[src/rtl/data_bus_sram_resp.sv]
// Data-bus responder backing a base-address window with on-chip word storage.
// Out-of-window accesses complete with err_o instead of stalling the bus.
module data_bus_sram_resp #(
   parameter int unsigned DEPTH_LOG2  = 8,
   parameter logic [15:0] BASE_ADDR   = 16'h8000,
   parameter int unsigned WAIT_STATES = 2
) (
   input  logic        sys_clk,
   input  logic        sys_rst,
   input  logic        stb_i,
   input  logic        we_i,
   input  logic [15:0] addr_i,
   input  logic [15:0] data_i,
   output logic [15:0] data_o,
   output logic        ack_o,
   output logic        err_o
);

   localparam int unsigned DEPTH = 1 << DEPTH_LOG2;
   localparam logic [3:0] WAIT_CNT = 4'(WAIT_STATES);
   localparam int unsigned AW = DEPTH_LOG2;

   typedef enum logic [1:0] {
      S_IDLE = 2'd0,
      S_WAIT = 2'd1,
      S_ACK  = 2'd2
   } state_t;

   logic [15:0]   mem_q [DEPTH];
   state_t        state_q;
   logic [3:0]    cnt_q;
   logic [AW-1:0] addr_q;
   logic          we_q;
   logic          hit_q;
   logic [15:0]   wdata_q;
   logic          ack_q;
   logic          err_q;
   logic [15:0]   rdata_q;

   logic          in_hit;
   logic          fire_d;
   logic [AW-1:0] acc_addr_d;
   logic          acc_we_d;
   logic          acc_hit_d;
   logic [15:0]   acc_data_d;
   logic          wr_en;

   assign in_hit = (addr_i[15:AW] == BASE_ADDR[15:AW]);

   // With zero wait states the access completes straight from IDLE,
   // so the live bus values stand in for the not-yet-latched ones.
   always_comb begin
      acc_addr_d = addr_q;
      acc_we_d   = we_q;
      acc_hit_d  = hit_q;
      acc_data_d = wdata_q;
      fire_d     = 1'b0;
      unique case (state_q)
         S_IDLE: begin
            acc_addr_d = addr_i[AW-1:0];
            acc_we_d   = we_i;
            acc_hit_d  = in_hit;
            acc_data_d = data_i;
            fire_d     = stb_i && (WAIT_STATES == 0);
         end
         S_WAIT: fire_d = stb_i && (cnt_q == 4'd1);
         default: fire_d = 1'b0;
      endcase
   end

   assign wr_en = sys_rst & fire_d & acc_we_d & acc_hit_d;

   always_ff @(posedge sys_clk) begin
      if (wr_en) begin
         mem_q[acc_addr_d] <= acc_data_d;
      end
   end

   always_ff @(posedge sys_clk) begin
      if (!sys_rst) begin
         state_q <= S_IDLE;
         cnt_q   <= 4'd0;
         ack_q   <= 1'b0;
         err_q   <= 1'b0;
         rdata_q <= 16'h0000;
      end else begin
         ack_q <= fire_d;
         err_q <= fire_d & ~acc_hit_d;
         if (fire_d && !acc_we_d) begin
            rdata_q <= acc_hit_d ? mem_q[acc_addr_d] : 16'h0000;
         end
         unique case (state_q)
            S_IDLE: begin
               if (stb_i) begin
                  addr_q  <= addr_i[AW-1:0];
                  we_q    <= we_i;
                  wdata_q <= data_i;
                  hit_q   <= in_hit;
                  cnt_q   <= WAIT_CNT;
                  state_q <= (WAIT_STATES == 0) ? S_ACK : S_WAIT;
               end
            end
            S_WAIT: begin
               if (!stb_i) begin
                  state_q <= S_IDLE;
               end else if (cnt_q == 4'd1) begin
                  state_q <= S_ACK;
               end else begin
                  cnt_q <= cnt_q - 4'd1;
               end
            end
            default: state_q <= S_IDLE;
         endcase
      end
   end

   assign ack_o  = ack_q;
   assign err_o  = err_q;
   assign data_o = rdata_q;

endmodule

[config.mk]
export PLATFORM = sky130hd
export DESIGN_NAME = data_bus_sram_resp
export DESIGN_NICKNAME = d
export VERILOG_FILES = /design/src/rtl/data_bus_sram_resp.sv
export SDC_FILE = /design/constraint.sdc
export NUM_CORES = 2
export LEC_CHECK = 0
export BUFFER_PORTS_ARGS = -buffer_cell sky130_fd_sc_hd__buf_2
export CORE_MARGIN = 2
export CORE_UTILIZATION = 40
export CTS_BUF_LIST = sky130_fd_sc_hd__clkbuf_8
export CTS_CLUSTER_DIAMETER = 200
export DETAILED_ROUTE_END_ITERATION = 16
export PLACE_DENSITY = 0.59
export SLEW_MARGIN = 20
export SYNTH_ARGS = -nofsm -noshare
export SYNTH_HDL_FRONTEND = slang
export SYNTH_SLANG_ARGS = --single-unit
export TNS_END_PERCENT = 5
[constraint.sdc]
create_clock -name sys_clk -period 7.5 [get_ports sys_clk]
set_input_delay 1.5 -clock sys_clk [delete_from_list [all_inputs] [get_ports sys_clk]]
set_output_delay 1.5 -clock sys_clk [all_outputs]
set_load 0.005 [all_outputs]
# Word level (Yosys, flattened, before mapping)
# Memory sizes are Yosys's and may differ from the RTL's.
# Cells that the tools add are included.
# W data, S select, Z words.
classes:
  bitwise: 5
  reduce_logical: 8
  n_addsub: 1
  mux: 16
  eq_ne: 7
op_table:
  columns: ["op", "n"]
  rows:
  - ["$mux W16", 2]
  - ["$mux W4", 3]
  - ["$eq A8 B8 Y1 const B", 1]
  - ["$mux W8", 1]
  - ["$pmux W4 S2", 1]
  - ["$mux W2", 3]
  - ["$ne A2 B2 Y1 const B", 3]
  - ["$mux W1", 5]
  - ["$and A1 B1 Y1", 4]
  - ["$eq A4 B1 Y1 const B", 1]
  - ["$pmux W2 S2", 1]
  - ["$reduce_and A4 Y1", 1]
  - ["$sub A4 B1 Y4 const B", 1]
  - ["$ne A3 B3 Y1 const B", 1]
  - ["$reduce_and A3 Y1", 1]
  - ["$eq A2 B1 Y1 const B", 1]
  - ["$logic_and A1 B1 Y1", 2]
  - ["$logic_not A2 Y1", 1]
  - ["$reduce_and A2 Y1", 1]
  - ["$reduce_bool A2 Y1", 1]
  - ["$logic_not A1 Y1", 1]
  - ["$not A1 Y1", 1]
word_totals:
  n_memories: 1
  ramBits: 4096
  regBits: 50
  wordCells: 47
mem_list:
  columns: ["name", "words", "width", "read_ports", "rd_ports_with_merged_regs", "wr", "line_no", "rtl"]
  rows:
  - ["mem_q", 256, 16, 1, 0, 1, "29", "logic [15:0] mem_q [DEPTH];"]

# Depth between registers and ports, before layout
logic_depth:
  word_depth: 8
  ltp_mapped: 14
  ltp_nobuf: 9

# Least setup slack after synthesis
# Ideal clock, no wire load.
synth_path:
  path_kind: "flip-flop to flip-flop"
  startpoint: "register state_q[1]"
  endpoint: "memory mem_q[0][11] (data pin)"
  setup_time_ns: 0.823
  t_arrival_ns: 4.817
  path_stages_with_launch: 9
  n_path_buf: 5
  period_less_slack_ns: 5.639
  setup_slack_ns: 1.861
  required_time_ns: 6.677
  path_cell_list: "dfxtp_1 > nor2_1 > buf_4 > buf_2 > buf_2 > clkbuf_1 > buf_1 > nand2_1 > nand2_1"
synth_via:
  elab_chain_cells: 2
synth_rtl:
  columns: ["element", "line_no", "rtl"]
  rows:
  - ["from (decl)", "30", "state_t state_q;"]
  - ["from (signal assigned)", "100", "state_q <= (WAIT_STATES == 0) ? S_ACK : S_WAIT;"]
  - ["$logic_not A2 Y1", "58", "unique case (state_q)"]
  - ["$mux W16", "58", null]
  - ["named net acc_data_d[11]", "45", "logic [15:0] acc_data_d;"]
  - ["to (decl)", "29", null]
# The timed path passes the listed nets, and every way through them passes these cells.

# Final worst setup path
layout_path:
  startpoint: "register state_q[0]"
  endpoint: "register rdata_q[15], in the netlist data_o[15]"
layout_via:
  elab_chain_cells: 4
layout_rtl:
  columns: ["element", "line_no", "rtl"]
  rows:
  - ["$logic_not A2 Y1", "58", null]
  - ["$mux W8 or $mux W1 (tied branches)", "58", null]
  - ["$mem_v2 Z256 W16 or $logic_not A1 Y1 (tied branches)", null, null]
  - ["$mux W16 or $logic_and A1 B1 Y1 (tied branches)", "90, 89", null]
  - ["to (signal assigned)", "90", "rdata_q <= acc_hit_d ? mem_q[acc_addr_d] : 16'h0000;"]
  - ["to (decl)", "38", "logic [15:0] rdata_q;"]
# Parallel ways exist; a longest one is shown, timed or not.
# A chain may end at the register's enable or synchronous reset.

==> flow_summary.json <==
{
  "status": "finished clean",
  "chipWidth_um": 616.7,
  "crit_chain": "or2_4 > mux2_8 > buf_12 > buf_12 > o22ai_1 > o21ai_0 > a41oi_1 > nor4_1 > o22ai_1 > o31ai_1",
  "p_seq_frac": 0.554,
  "clk_pin_slew_ps": 60,
  "dp_hpwl_um": 264900,
  "buffer_ports.inserted": 53,
  "crit_buf_inv": 2,
  "drt_first_pass_iters": 7,
  "initial_core_util": 0.4025,
  "syn_area_mm2": 0.1501,
  "routabilityCongestion": 0.8742,
  "power_switching_share": 0.2458,
  "layout_common_cells": "edfxtp_1, o22ai_1, o21ai_0",
  "critPathSlowestCell": "nor4_1",
  "synth_warnings": 0,
  "cts_tree": "done",
  "fp.dieArea_mm2": 0.3803,
  "ys.flop_type": "edfxtp_1",
  "setup_viol": 0,
  "arrival_ps": 6650,
  "post-cts-setup-buffers": 0,
  "yosys_register_bits": 4146,
  "hp-class": "reg2reg",
  "skew_ps": 84.54,
  "tightest_slew_ps": 1400,
  "grt_pass1_wl_um": 647600,
  "path_class": "reg2reg",
  "holdBufCountCts": 0,
  "drt_iter0_drc": 12931,
  "drv_slew": 0,
  "area_growth_pct": 13.79,
  "core-area_mm2": 0.3730,
  "grt_max_degree": 182,
  "io_pins": 54,
  "drtAntennaViolNets": 0,
  "num-fill-cells": 31721,
  "max_stage_delay_ps": 940,
  "final_common_cell": "edfxtp_1",
  "combPwrFrac": 0.066,
  "avgSynthCellArea_um2": 17.28,
  "grt_setup_unrepaired": "no",
  "finalNetCount": 9308,
  "post_cts_resized": 0,
  "cts-root-buf": "clkbuf_8",
  "track_usage": 0.2350,
  "route.vias.total": 91368,
  "drv_cap": 0,
  "drive_gt1_frac": 0.1468,
  "viasPerCell": 6.190,
  "rows": 224,
  "clkPwrFrac": 0.380,
  "wl_per_cell_um": 31.34,
  "syn_nets": 8725,
  "clk_path_buf_depth": 4,
  "dieHeight_um": 616.7,
  "antenna_found_initial": 23,
  "synthCells": 8687,
  "grt_pass1_vias": 87150,
  "crit_path_end_kind": "flop",
  "min_period_ps": 5523,
  "power.density_mw_per_mm2": 272.3,
  "numClockSinks": 4146,
  "gr-total-overflow": 0,
  "crit_family": "compound AO/OA/AOI/OAI gates",
  "max_slew_margin": 0.06689,
  "fin_crit_sh": 0.7364,
  "numCtsBuffers": 653,
  "hold_viol": 0,
  "p_leak_nw": 52.04,
  "synth_seq_area_share": 0.8276,
  "crit_path_start_kind": "flop",
  "worstPathRequired_ps": 8620,
  "wl_um": 462600,
  "fmax_ghz": 0.1811,
  "htree_num_levels": 6,
  "synth_edf_count": 4122,
  "synthArstFlopShare": 0,
  "fin_setup_tns_ps": 0,
  "drc_errors": 0,
  "fin_util": 0.4580,
  "ir_drop_uv": 182.5,
  "clock_latency_ps": 1240,
  "synth.distinct_cells": 47,
  "switchingPower_mw": 11.44,
  "p_int_mw": 35.08,
  "worstPathMaxFanout": 61
}
power groups by stage:
stage	logic (mW)	registers [mW]	clock network [mW]
finish	3.08	25.8	17.7
global placement	2.96	26.2	0
detailed placement	3.02	26.2	0
floorplan	1.47	26.4	0
CTS	3.02	25.8	17.9
global route	3.19	25.7	18.8
cells in the mapped netlist (all sizes together), types with 2 or more instances:
library cell | n | area [um^2]
dfxtp | 24 | 480.5
o21ai | 971 | 4860
mux2i | 4 | 40.04
nor4 | 60 | 375.4
a21oi | 69 | 356.6
or3 | 3 | 18.77
nand4 | 8 | 50.05
xor2 | 2 | 17.52
nor3b | 2 | 15.01
a41oi | 237 | 2076
nor3 | 2 | 10.01
nand2 | 107 | 401.6
nor2 | 272 | 1021
clkbuf | 295 | 1107
o21a | 8 | 60.06
o22ai | 1946 | 12170
o31a | 2 | 17.52
a31oi | 2 | 12.51
nand2b | 9 | 56.30
mux2 | 3 | 33.78
edfxtp | 4122 | 123800
buf | 342 | 1708
o31ai | 16 | 125.1
and3 | 2 | 12.51
a22oi | 128 | 960.9
ha | 2 | 25.02
and2 | 5 | 31.28
nand3 | 11 | 55.05
inv | 6 | 22.52
a21o | 2 | 15.01
o41ai | 17 | 156.4
cells by family after synthesis:
family / share of synthesized area
and+or+nand+nor: 0.01387
muxes: 0.0004916
buffers and inverters: 0.01890
xor gates and xnor gates: 0.0001750
DFF: 0.8276
AOI/OAI and AO/OA: 0.1388
adders and majority gates: 0.0001666
per-stage QoR:
| step | hold WS (ps) | instance area, um^2 | power (mW) | cells | setup slack, ps |
|---|---|---|---|---|---|
| after CTS | 404.8 | 170800 | 46.65 | 14752 | 2129 |
| after global routing | 482.4 | 170800 | 47.76 | 14754 | 1940 |
| after floorplan | 448.7 | 150100 | 27.88 | 8687 | 1861 |
| after detailed placement | 441.4 | 158900 | 29.25 | 13587 | 1393 |
| final | 457.2 | 170900 | 46.52 | 14760 | 1977 |
| after global placement | 441.5 | 158900 | 29.19 | 13586 | 1099 |
final timing paths:
| path | end | depth (start not counted) | from | slack [ps] |
|---|---|---|---|---|
| setup reg to reg | data_o[15]$_SDFFE_PN0P_ | 10 | state_q[0]$_SDFFE_PN0P_ | 1980 |
| hold / removal | data_o[4]$_SDFFE_PN0P_ | 2 | data_o[4]$_SDFFE_PN0P_ | 460 |
| setup / recovery | data_o[15]$_SDFFE_PN0P_ | 10 | state_q[0]$_SDFFE_PN0P_ | 1980 |
| hold reg to reg | data_o[4]$_SDFFE_PN0P_ | 2 | data_o[4]$_SDFFE_PN0P_ | 460 |
registers in the layout, indices dropped and copies added (netlist names):
signal and count:
we_q 1, ack_o 1, data_o 16, cnt_q 4
err_o 1, hit_q 1, addr_q 8, wdata_q 16
mem_q 4096, state_q 2
tightest hold or removal path: stages (launching register included):
cell     delay [ps]
dfxtp_1         330
nand2_1          50
o31ai_1          50
cell type report:
class | instances | area [um^2] | area share
sequential | 4146 | 124300 | 0.7273
clock inverter | 493 | 2638 | 0.01544
clock buffer | 672 | 9249 | 0.05413
inverter | 6 | 22.52 | 0.0001318
timing repair buffer | 565 | 4910 | 0.02874
tap | 4972 | 6221 | 0.03641
multi-input combinational | 3898 | 23530 | 0.1377
antenna | 8 | 20.02 | 0.0001172
layer usage:
layer,up-vias,GRT usage,part of all wire,wire [um]
li1,37769,-,-,-
met1,46964,0.3281,0.39,180900
met2,5726,0.3555,0.45,207900
met3,877,0.05566,0.12,54190
met4,32,0.09483,0.042,19400
met5,-,0,0.00054,250
No activity file was read; power rests on OpenSTA's default activity.
